### config.mk
export PLATFORM = sky130hd
export DESIGN_NAME = cp0_regfile_flat
export DESIGN_NICKNAME = d
export VERILOG_FILES = /design/src/rtl/cp0_if.sv /design/src/rtl/cp0_regfile.sv /design/src/flat_wrapper.sv
export SDC_FILE = /design/constraint.sdc
export NUM_CORES = 1
export LEC_CHECK = 0
export ABC_AREA = 1
export BUFFER_PORTS_ARGS = -buffer_cell sky130_fd_sc_hd__buf_4
export CAP_MARGIN = 20
export CORE_MARGIN = 4
export CORE_UTILIZATION = 39
export CTS_BUF_LIST = sky130_fd_sc_hd__clkbuf_8
export DETAILED_ROUTE_END_ITERATION = 8
export GPL_TIMING_DRIVEN = 0
export HOLD_SLACK_MARGIN = 0.03
export PLACE_DENSITY = 0.65
export RECOVER_POWER = 25
export SLEW_MARGIN = 40
export SYNTH_ARGS = -nofsm -noshare
export SYNTH_HDL_FRONTEND = slang
export SYNTH_SLANG_ARGS = --single-unit
### constraint.sdc
create_clock -name clk -period 4 [get_ports clk]
set_input_delay 1.2 -clock clk [delete_from_list [all_inputs] [get_ports clk]]
set_output_delay 1.2 -clock clk [all_outputs]
set_load 0.005 [all_outputs]
### src/rtl/cp0_if.sv
// cp0_if: MTC0/MFC0 access, exception-unit handshake and CP0 status outputs
interface cp0_if;
    logic [5:0]  ext_int;
    logic        mtc0_we;
    logic [4:0]  mtc0_addr;
    logic [31:0] mtc0_wdata;
    logic [4:0]  mfc0_addr;
    logic [31:0] mfc0_rdata;
    logic [31:0] exc_we;
    logic        exception_occur;
    logic        is_eret;
    logic [4:0]  exc_code;
    logic        exc_bd;
    logic [31:0] exc_epc;
    logic [31:0] exc_badvaddr;
    logic [31:0] status;
    logic [31:0] cause;
    logic [31:0] epc;
    logic [5:0]  hardware_abortion;
    logic [1:0]  software_abortion;
    logic [7:0]  status_im;
    modport master (
        output ext_int, mtc0_we, mtc0_addr, mtc0_wdata, mfc0_addr, exc_we, exception_occur,
               is_eret, exc_code, exc_bd, exc_epc, exc_badvaddr,
        input  mfc0_rdata, status, cause, epc, hardware_abortion, software_abortion, status_im
    );
    modport slave (
        input  ext_int, mtc0_we, mtc0_addr, mtc0_wdata, mfc0_addr, exc_we, exception_occur,
               is_eret, exc_code, exc_bd, exc_epc, exc_badvaddr,
        output mfc0_rdata, status, cause, epc, hardware_abortion, software_abortion, status_im
    );
endinterface

### src/rtl/cp0_regfile.sv
// cp0_regfile: CP0 registers, Count/Compare timer and exception-unit update path
module cp0_regfile #(
    parameter int          COUNT_DIV    = 2,
    parameter bit          TIMER_IRQ    = 1'b1,
    parameter logic [31:0] STATUS_RESET = 32'h0040_0000
) (
    input logic   clk,
    input logic   rst,
    cp0_if.slave  bus
);
    localparam int          PW           = COUNT_DIV > 1 ? $clog2(COUNT_DIV) : 1;
    localparam logic [PW-1:0] PHASE_LAST = PW'(COUNT_DIV - 1);
    localparam logic [31:0] STATUS_WMASK = 32'h0000_FF03;
    logic [31:0] badvaddr_q, badvaddr_d, count_q, count_d, compare_q, compare_d;
    logic [31:0] status_q, status_d, cause_q, cause_d, epc_q, epc_d;
    logic [PW-1:0] phase_q, phase_d;
    logic ti_q, ti_d;
    logic wr_count, wr_compare, wr_status, wr_cause, wr_epc, tick;
    always_comb begin
        wr_count   = bus.mtc0_we && bus.mtc0_addr == 5'd9;
        wr_compare = bus.mtc0_we && bus.mtc0_addr == 5'd11;
        wr_status  = bus.mtc0_we && bus.mtc0_addr == 5'd12 && !bus.exc_we[12];
        wr_cause   = bus.mtc0_we && bus.mtc0_addr == 5'd13 && !bus.exc_we[13];
        wr_epc     = bus.mtc0_we && bus.mtc0_addr == 5'd14 && !bus.exc_we[14];
        tick       = phase_q == PHASE_LAST;
        badvaddr_d = bus.exc_we[8] ? bus.exc_badvaddr : badvaddr_q;
        epc_d      = bus.exc_we[14] ? bus.exc_epc : wr_epc ? bus.mtc0_wdata : epc_q;
        compare_d  = wr_compare ? bus.mtc0_wdata : compare_q;
        count_d    = wr_count ? bus.mtc0_wdata : count_q + {31'd0, tick};
        phase_d    = (wr_count || tick) ? '0 : phase_q + PW'(1);
        // Clearing via MTC0 Compare beats a same-cycle match
        ti_d       = !wr_compare && (ti_q || count_q == compare_q);
        status_d   = wr_status ? (status_q & ~STATUS_WMASK) | (bus.mtc0_wdata & STATUS_WMASK) : status_q;
        if (bus.exc_we[12] && (bus.exception_occur || bus.is_eret))
            status_d[1] = bus.exception_occur;
        cause_d        = cause_q;
        cause_d[15:10] = {bus.ext_int[5] | (ti_q & TIMER_IRQ), bus.ext_int[4:0]};
        if (wr_cause)
            cause_d[9:8] = bus.mtc0_wdata[9:8];
        if (bus.exc_we[13] && bus.exception_occur) begin
            cause_d[31]  = bus.exc_bd;
            cause_d[6:2] = bus.exc_code;
        end
    end
    always_comb begin
        bus.mfc0_rdata = bus.mfc0_addr == 5'd8  ? badvaddr_q :
                         bus.mfc0_addr == 5'd9  ? count_q    :
                         bus.mfc0_addr == 5'd11 ? compare_q  :
                         bus.mfc0_addr == 5'd12 ? status_q   :
                         bus.mfc0_addr == 5'd13 ? cause_q    :
                         bus.mfc0_addr == 5'd14 ? epc_q      : 32'd0;
    end
    always_ff @(posedge clk) begin
        if (rst) begin
            badvaddr_q <= '0;
            count_q    <= '0;
            compare_q  <= '0;
            status_q   <= STATUS_RESET;
            cause_q    <= '0;
            epc_q      <= '0;
            phase_q    <= '0;
            ti_q       <= 1'b0;
        end else begin
            badvaddr_q <= badvaddr_d;
            count_q    <= count_d;
            compare_q  <= compare_d;
            status_q   <= status_d;
            cause_q    <= cause_d;
            epc_q      <= epc_d;
            phase_q    <= phase_d;
            ti_q       <= ti_d;
        end
    end
    assign bus.status            = status_q;
    assign bus.cause             = cause_q;
    assign bus.epc               = epc_q;
    assign bus.hardware_abortion = cause_q[15:10];
    assign bus.software_abortion = cause_q[9:8];
    assign bus.status_im         = status_q[15:8];
endmodule
### src/flat_wrapper.sv
// flat-port wrapper written by rule: the top's interface ports become plain ports
module cp0_regfile_flat 
#(
    parameter int          COUNT_DIV    = 2,
    parameter bit          TIMER_IRQ    = 1'b1,
    parameter logic [31:0] STATUS_RESET = 32'h0040_0000
)
  (clk, rst, bus_ext_int, bus_mtc0_we, bus_mtc0_addr, bus_mtc0_wdata, bus_mfc0_addr, bus_exc_we, bus_exception_occur, bus_is_eret, bus_exc_code, bus_exc_bd, bus_exc_epc, bus_exc_badvaddr, bus_mfc0_rdata, bus_status, bus_cause, bus_epc, bus_hardware_abortion, bus_software_abortion, bus_status_im);
  cp0_if bus_i ();
  input logic clk;
  input logic rst;
  input wire logic [$bits(bus_i.ext_int)-1:0] bus_ext_int;
  input wire logic [$bits(bus_i.mtc0_we)-1:0] bus_mtc0_we;
  input wire logic [$bits(bus_i.mtc0_addr)-1:0] bus_mtc0_addr;
  input wire logic [$bits(bus_i.mtc0_wdata)-1:0] bus_mtc0_wdata;
  input wire logic [$bits(bus_i.mfc0_addr)-1:0] bus_mfc0_addr;
  input wire logic [$bits(bus_i.exc_we)-1:0] bus_exc_we;
  input wire logic [$bits(bus_i.exception_occur)-1:0] bus_exception_occur;
  input wire logic [$bits(bus_i.is_eret)-1:0] bus_is_eret;
  input wire logic [$bits(bus_i.exc_code)-1:0] bus_exc_code;
  input wire logic [$bits(bus_i.exc_bd)-1:0] bus_exc_bd;
  input wire logic [$bits(bus_i.exc_epc)-1:0] bus_exc_epc;
  input wire logic [$bits(bus_i.exc_badvaddr)-1:0] bus_exc_badvaddr;
  output wire logic [$bits(bus_i.mfc0_rdata)-1:0] bus_mfc0_rdata;
  output wire logic [$bits(bus_i.status)-1:0] bus_status;
  output wire logic [$bits(bus_i.cause)-1:0] bus_cause;
  output wire logic [$bits(bus_i.epc)-1:0] bus_epc;
  output wire logic [$bits(bus_i.hardware_abortion)-1:0] bus_hardware_abortion;
  output wire logic [$bits(bus_i.software_abortion)-1:0] bus_software_abortion;
  output wire logic [$bits(bus_i.status_im)-1:0] bus_status_im;
  assign bus_i.ext_int = bus_ext_int;
  assign bus_i.mtc0_we = bus_mtc0_we;
  assign bus_i.mtc0_addr = bus_mtc0_addr;
  assign bus_i.mtc0_wdata = bus_mtc0_wdata;
  assign bus_i.mfc0_addr = bus_mfc0_addr;
  assign bus_i.exc_we = bus_exc_we;
  assign bus_i.exception_occur = bus_exception_occur;
  assign bus_i.is_eret = bus_is_eret;
  assign bus_i.exc_code = bus_exc_code;
  assign bus_i.exc_bd = bus_exc_bd;
  assign bus_i.exc_epc = bus_exc_epc;
  assign bus_i.exc_badvaddr = bus_exc_badvaddr;
  assign bus_mfc0_rdata = bus_i.mfc0_rdata;
  assign bus_status = bus_i.status;
  assign bus_cause = bus_i.cause;
  assign bus_epc = bus_i.epc;
  assign bus_hardware_abortion = bus_i.hardware_abortion;
  assign bus_software_abortion = bus_i.software_abortion;
  assign bus_status_im = bus_i.status_im;
  cp0_regfile #(.COUNT_DIV(COUNT_DIV), .TIMER_IRQ(TIMER_IRQ), .STATUS_RESET(STATUS_RESET)) u_core (.clk(clk), .rst(rst), .bus(bus_i));
endmodule
==> flow_metrics.tcl, run 1 <==
set metrics [dict create \
    ios 299 \
    synth_cells 1293 \
    period_share_pct 98.2 \
    post_cts_buffers 0 \
    placedCellCount 1834 \
    route.detailed.wl_per_inst_um 18.2 \
    dpl.hpwl_um 27000 \
    path_clk_slew_ps 90 \
    worstPathMaxFanout 10 \
    synth_top_area_cell "dfxtp_1" \
    synth_area_leaders "dfxtp_1, nand2_1, nor2_1" \
    gr-total-overflow 0 \
    regArea_mm2 0.00308 \
    cts_buffers 17 \
    r2r_slack_ps 2090 \
    power_density_mw_per_mm2 300 \
    reg2reg_from "u_core.count_q[0]" \
    initialDrtViolationCount 853 \
    nFillCells 2221 \
    grt_pass1_vias 8899 \
    diodes 0 \
    drt-pass1-iter-count 6 \
    drv_slew 0 \
    cts_buffer_depth 2 \
    die_w_um 155 \
    cp-end-kind "primary output" \
    numClockSinks 154 \
    clock_latency_ps 460 \
    seq_area_frac_synth_pct 36.4 \
    vias_per_cell 5.04 \
    synth.distinct_cells 38 \
    slew_headroom_pct 23.2 \
    fmaxAchievable_ghz 0.255 \
    ir_worst_vdd_uv 175 \
    skew_ps 7.99 \
    multi_input_area_mm2 0.00442 \
    finalNetCount 1735 \
    arrival_ps 2730 \
    setup_ws_ps 70.7 \
    synth_top_area_share_pct 36.4 \
    outcome "completed" \
    finalSetupTns_ps 0 \
    fin_cells 1865 \
    cts-htree-levels 4 \
    tightest_slew_ps 1140 \
    area_growth_pct 30.5 \
    vias 9401 \
    holdPathEnd "u_core.phase_q" \
    required_ps 2800 \
    dieArea_mm2 0.0241 \
    min_path_type "flop to flop" \
    cts-root-buf "clkbuf_8" \
    place_ws_ps 4.43 \
    cp-start-kind "input pin" \
    worstHoldPathCells 1 \
    rsz0062_at_grt "yes" \
    ant_nets 0 \
    drc 0 \
    r2r-end "u_core.count_q[26]" \
    rows 53 \
    die_y_um 155 \
    avgSynthCellArea_um2 6.54 \
    setup_viol 0 \
    io_buffer_count 228 \
    hold_viol 0 \
    maxCapViolCount 0 \
    hold_path_startpoint "u_core.phase_q" \
    drive_gt1_share_pct 22.6 \
    grt_max_degree 17 \
    gp_congestion 0.972 \
    worstRegToRegCells 11 \
    wl_um 33900 \
    ys_seq_elements 154 \
    floorplan.initialDensity_pct 40.0 \
    gr-usage-all-layers_pct 27.3 \
    worstSetupPathType "input pin to primary output" \
    grt_pass1_wl_um 50500 \
    antenna_found_initial 0 \
    ys_warn_count 0 \
    leakagePower_nw 5.21 \
    cts_tree "done" \
    min_period_ps 3930 \
    coreArea_mm2 0.0212 \
    syn-cell-area_mm2 0.00846 \
]
-- flip-flops by register name, indices dropped and copies added (netlist names) --
| register | cells |
|---|---|
| u_core.badvaddr_q | 32 |
| u_core.bus.epc | 32 |
| u_core.compare_q | 32 |
| u_core.count_q | 32 |
| u_core.bus.cause | 14 |
| u_core.bus.status | 10 |
| u_core.phase_q | 1 |
| u_core.ti_q | 1 |
-- cells by family (layout without fill, tap and decap cells) --
| kind of cell | Yosys count | in the layout | share of synthesized area, % |
|---|---|---|---|
| flops | 154 | 154 | 36.4 |
| simple gates | 646 | 646 | 31.8 |
| xor+xnor | 29 | 29 | 3.00 |
| fa+ha+maj | 2 | 2 | 0.296 |
| compound gates | 229 | 229 | 15.3 |
| other cells | 2 | 40 | 0.0888 |
| buf+inv | 231 | 490 | 13.1 |
-- synth_stat cells, drive strengths merged --
master	count
a21oi	34
a22oi	12
a31o	2
a31oi	34
buf	79
clkbuf	39
conb	2
dfxtp	154
ha	2
inv	113
nand2	330
nand3	89
nand4	5
nor2	210
nor3	10
o2111ai	5
o211ai	16
o21ai	123
o21bai	3
or2	2
xnor2	25
xor2	4
-- critical path, stage by stage --
cell and delay (ps):
buf_4 110, nor2_1 220, nand3_2 310, inv_1 280, buf_4 260, nand2_1 70, nand3_1 130, buf_4 130
-- placed cells by master (no fill, tap or decap), types with 2 or more instances in the layout --
cell type	synthesis	layout
nor2_2	9	8
nand4_1	5	5
nand3_2	2	2
nand3_1	86	86
buf_2	21	15
a22oi_1	12	12
dfxtp_1	154	154
clkbuf_1	38	46
buf_4	57	276
o211ai_1	16	16
inv_1	112	113
xnor2_1	25	25
nor3_2	3	3
inv_6	0	3
nand2_1	325	325
nand2_2	4	4
nor2_4	2	4
or2_2	2	2
clkbuf_4	0	6
a21oi_1	34	34
xor2_1	4	4
a31oi_1	34	34
conb_1	2	40
clkbuf_2	1	3
ha_1	2	2
clkinv_4	0	2
o21ai_0	121	122
o2111ai_1	5	5
nor2_1	198	197
clkinvlp_4	0	5
clkbuf_8	0	20
nor3_1	6	6
o21bai_1	3	3
-- cell type report --
class,count,area share [%]
Buffer,118,6.19
Clock buffer,20,2.49
Clock inverter,11,1.01
Inverter,113,3.84
Multi-Input combinational cell,946,40.0
Sequential cell,154,27.9
Tap cell,275,3.12
Timing Repair Buffer,228,15.4
-- routing by layer --
metal	GRT usage (%)	up-vias	wire length, um	share of wire, %
met1	35.9	4235	14100	41
met2	43.6	477	15300	45
met5	0	-	0	0
met4	9.09	0	1050	3.1
li1	-	4634	-	-
met3	7.07	55	3560	10
-- per-stage QoR --
step / total power, mW / area [um^2] / util, % / hold WS (ps)
final: 3.31 / 11000 / 52.2 / 435
after global routing: 3.44 / 11000 / 52.2 / 474
after CTS: 3.31 / 11000 / 52.2 / 439
after detailed placement: 2.15 / 10700 / 50.4 / 426
after global placement: 2.15 / 10700 / 50.4 / 421
after floorplan: 1.89 / 8600 / - / 408
-- how the worst max path moves through the flow --
stage / endpoint / startpoint / depth (start not counted)
2_1_floorplan: bus_mfc0_rdata[11] / bus_mfc0_addr[4] / 8
3_3_place_gp: bus_mfc0_rdata[22] / bus_mfc0_addr[4] / 8
3_5_place_dp: bus_mfc0_rdata[22] / bus_mfc0_addr[4] / 8
4_1_cts: bus_mfc0_rdata[8] / bus_mfc0_addr[4] / 9
5_1_grt: bus_mfc0_rdata[1] / bus_mfc0_addr[2] / 8
6_report: bus_mfc0_rdata[22] / bus_mfc0_addr[4] / 8
-- power breakdown --
| group | switching (mW) | internal [mW] | total, mW |
|---|---|---|---|
| combinational | 0.251 | 0.226 | 0.477 |
| clock | 0.641 | 0.545 | 1.19 |
| sequential | 0.0512 | 1.60 | 1.65 |
-- repair_timing --
| item | in CTS | in global routing |
|---|---|---|
| resized for setup | 1 | 5 |
| hold buffers | 0 | 0 |
| setup endpoints to repair | 1 | 13 |
| pin swaps | 0 | 0 |
No activity file was read; power rests on OpenSTA's default activity.
==> run 2: changes to the inputs <==
--- a/config.mk
+++ b/config.mk
@@ -9,12 +9,12 @@
 export BUFFER_PORTS_ARGS = -buffer_cell sky130_fd_sc_hd__buf_4
 export CAP_MARGIN = 20
 export CORE_MARGIN = 4
-export CORE_UTILIZATION = 39
+export CORE_UTILIZATION = 55
 export CTS_BUF_LIST = sky130_fd_sc_hd__clkbuf_8
 export DETAILED_ROUTE_END_ITERATION = 8
 export GPL_TIMING_DRIVEN = 0
 export HOLD_SLACK_MARGIN = 0.03
-export PLACE_DENSITY = 0.65
+export PLACE_DENSITY = 0.87
 export RECOVER_POWER = 25
 export SLEW_MARGIN = 40
 export SYNTH_ARGS = -nofsm -noshare
==> flow_metrics.tcl, run 2 (synthesis results as in run 1) <==
set metrics [dict create \
    ios 299 \
    antenna_found_initial 0 \
    cp_top_family "simple AND/OR/NAND/NOR gates" \
    utilization_pct 72.2 \
    crit_buf_inv 3 \
    vias 9904 \
    grtUsageMet2_pct 55.8 \
    cts_buffer_depth 2 \
    worstSetupPathType "input pin to primary output" \
    drive_gt1_share_pct 23.0 \
    grt.met1_usage_pct 46.2 \
    cts-htree-levels 4 \
    leakagePower_nw 5.22 \
    fin_cells 1778 \
    gr-usage-all-layers_pct 35.5 \
    drc 0 \
    hold_viol 0 \
    cp-end-kind "primary output" \
    tightest_slew_ps 1150 \
    grt_max_degree 17 \
    dieArea_mm2 0.0174 \
    final_common_cell "nand2_1" \
    initialDrtViolationCount 1377 \
    ir_worst_vdd_uv 314 \
    path_clk_slew_ps 90 \
    vias_per_cell 5.57 \
    required_ps 2800 \
    area_growth_pct 29.3 \
    slew_headroom_pct 22.5 \
    numClockSinks 154 \
    maxCapViolCount 0 \
    gr-total-overflow 0 \
    die_y_um 132 \
    skew_ps 16.9 \
    diodes 0 \
    met3_usage_pct 9.39 \
    min_period_ps 3970 \
    clock_latency_ps 480 \
    finalNetCount 1735 \
    route.detailed.wl_per_inst_um 18.2 \
    drt-pass1-iter-count 6 \
    coreArea_mm2 0.0151 \
    die_w_um 132 \
    rows 45 \
    min_path_type "flop to flop" \
    placedCellCount 1747 \
    rsz0062_at_grt "yes" \
    top_usage_layer "met2" \
    drv_slew 0 \
    floorplan.initialDensity_pct 55.9 \
    cts_buffers 17 \
    cp-start-kind "input pin" \
    period_share_pct 99.4 \
    path_cells "buf_4 -> nor2_1 -> nand3_1 -> nor2_4 -> buf_4 -> nand2_1 -> nand3_1 -> a21oi_1 -> nand3_1 -> buf_4" \
    wl_um 32400 \
    grt_pass1_wl_um 48600 \
    dpl.hpwl_um 25400 \
    grt_pass1_vias 9134 \
    fmaxAchievable_ghz 0.252 \
    io_buffer_count 228 \
    outcome "completed" \
    cts_tree "done" \
    gp_congestion 1.01 \
    slowest_delay_ps 270 \
    power_density_mw_per_mm2 302 \
    post_cts_buffers 0 \
    most-common-layout-cells "nand2_1, buf_4, nor2_1" \
    cts-root-buf "clkbuf_8" \
    ant_nets 0 \
    worstPathMaxFanout 10 \
    setup_viol 0 \
    cp_slowest_cell "nor2_1" \
    totalPowerFinal_mw 3.30 \
    arrival_ps 2770 \
]
## run 2: cell types whose count changed in the layout (fill, tap and decap cells not counted), sizes merged
cell      change
clkbuf       -14
buf          +11
inv           +3
clkinv        +2
clkinvlp      -2
## run 2: metal layers
metal	up-vias	part of all wire [%]
li1	4642	-
met1	4433	39
met2	706	44
met3	123	13
met4	0	4.5
met5	-	0
## run 2: through the flow
stage,setup slack (ps),hold WS (ps),TNS (ps),cell area [um^2]
6_report,25.9,449,0,10900
5_1_grt,-63.3,473,-243,10900
4_1_cts,26.1,442,0,10900
3_5_place_dp,37.9,429,0,10600
3_3_place_gp,56.7,419,0,10600
2_1_floorplan,733,408,0,8600
## run 2: final timing paths
| check | to | startpoint | cells past startpoint | slack [ps] |
|---|---|---|---|---|
| setup / recovery | bus_mfc0_rdata[11] | bus_mfc0_addr[4] | 10 | 30 |
| hold reg to reg | u_core.phase_q | u_core.phase_q | 1 | 450 |
| hold / removal | u_core.phase_q | u_core.phase_q | 1 | 450 |
| setup reg to reg | u_core.count_q[16] | u_core.count_q[0] | 10 | 2040 |
## run 2: what timing repair did
action	in CTS	in global routing
hold buffers	0	0
resized for setup	0	7
endpoints found under the setup margin	0	17
## run 2: power breakdown
group	leakage, nW	internal (mW)	switching (mW)
clock network	0.183	0.503	0.671
logic	3.78	0.228	0.252
registers	1.26	1.60	0.0515
## run 2: layout make-up
class / count / area (um^2)
inverters: 113 / 424
fillers: 1308 / 4210
repair buffers: 228 / 1710
clock inverters: 14 / 138
well taps: 188 / 235
multi-input cells: 946 / 4430
clock buffers: 17 / 234
plain buffers: 118 / 682
flip-flops and latches: 154 / 3080
## run 2: worst register-to-register path, cell delays in order (launching register included)
cell and delay, ps:
dfxtp_1 390, ha_1 260, ha_1 260, nand3_4 150, inv_1 160, nand2_1 150
inv_1 200, nand4_1 110, nand3_1 100, nand3_1 60, inv_1 70
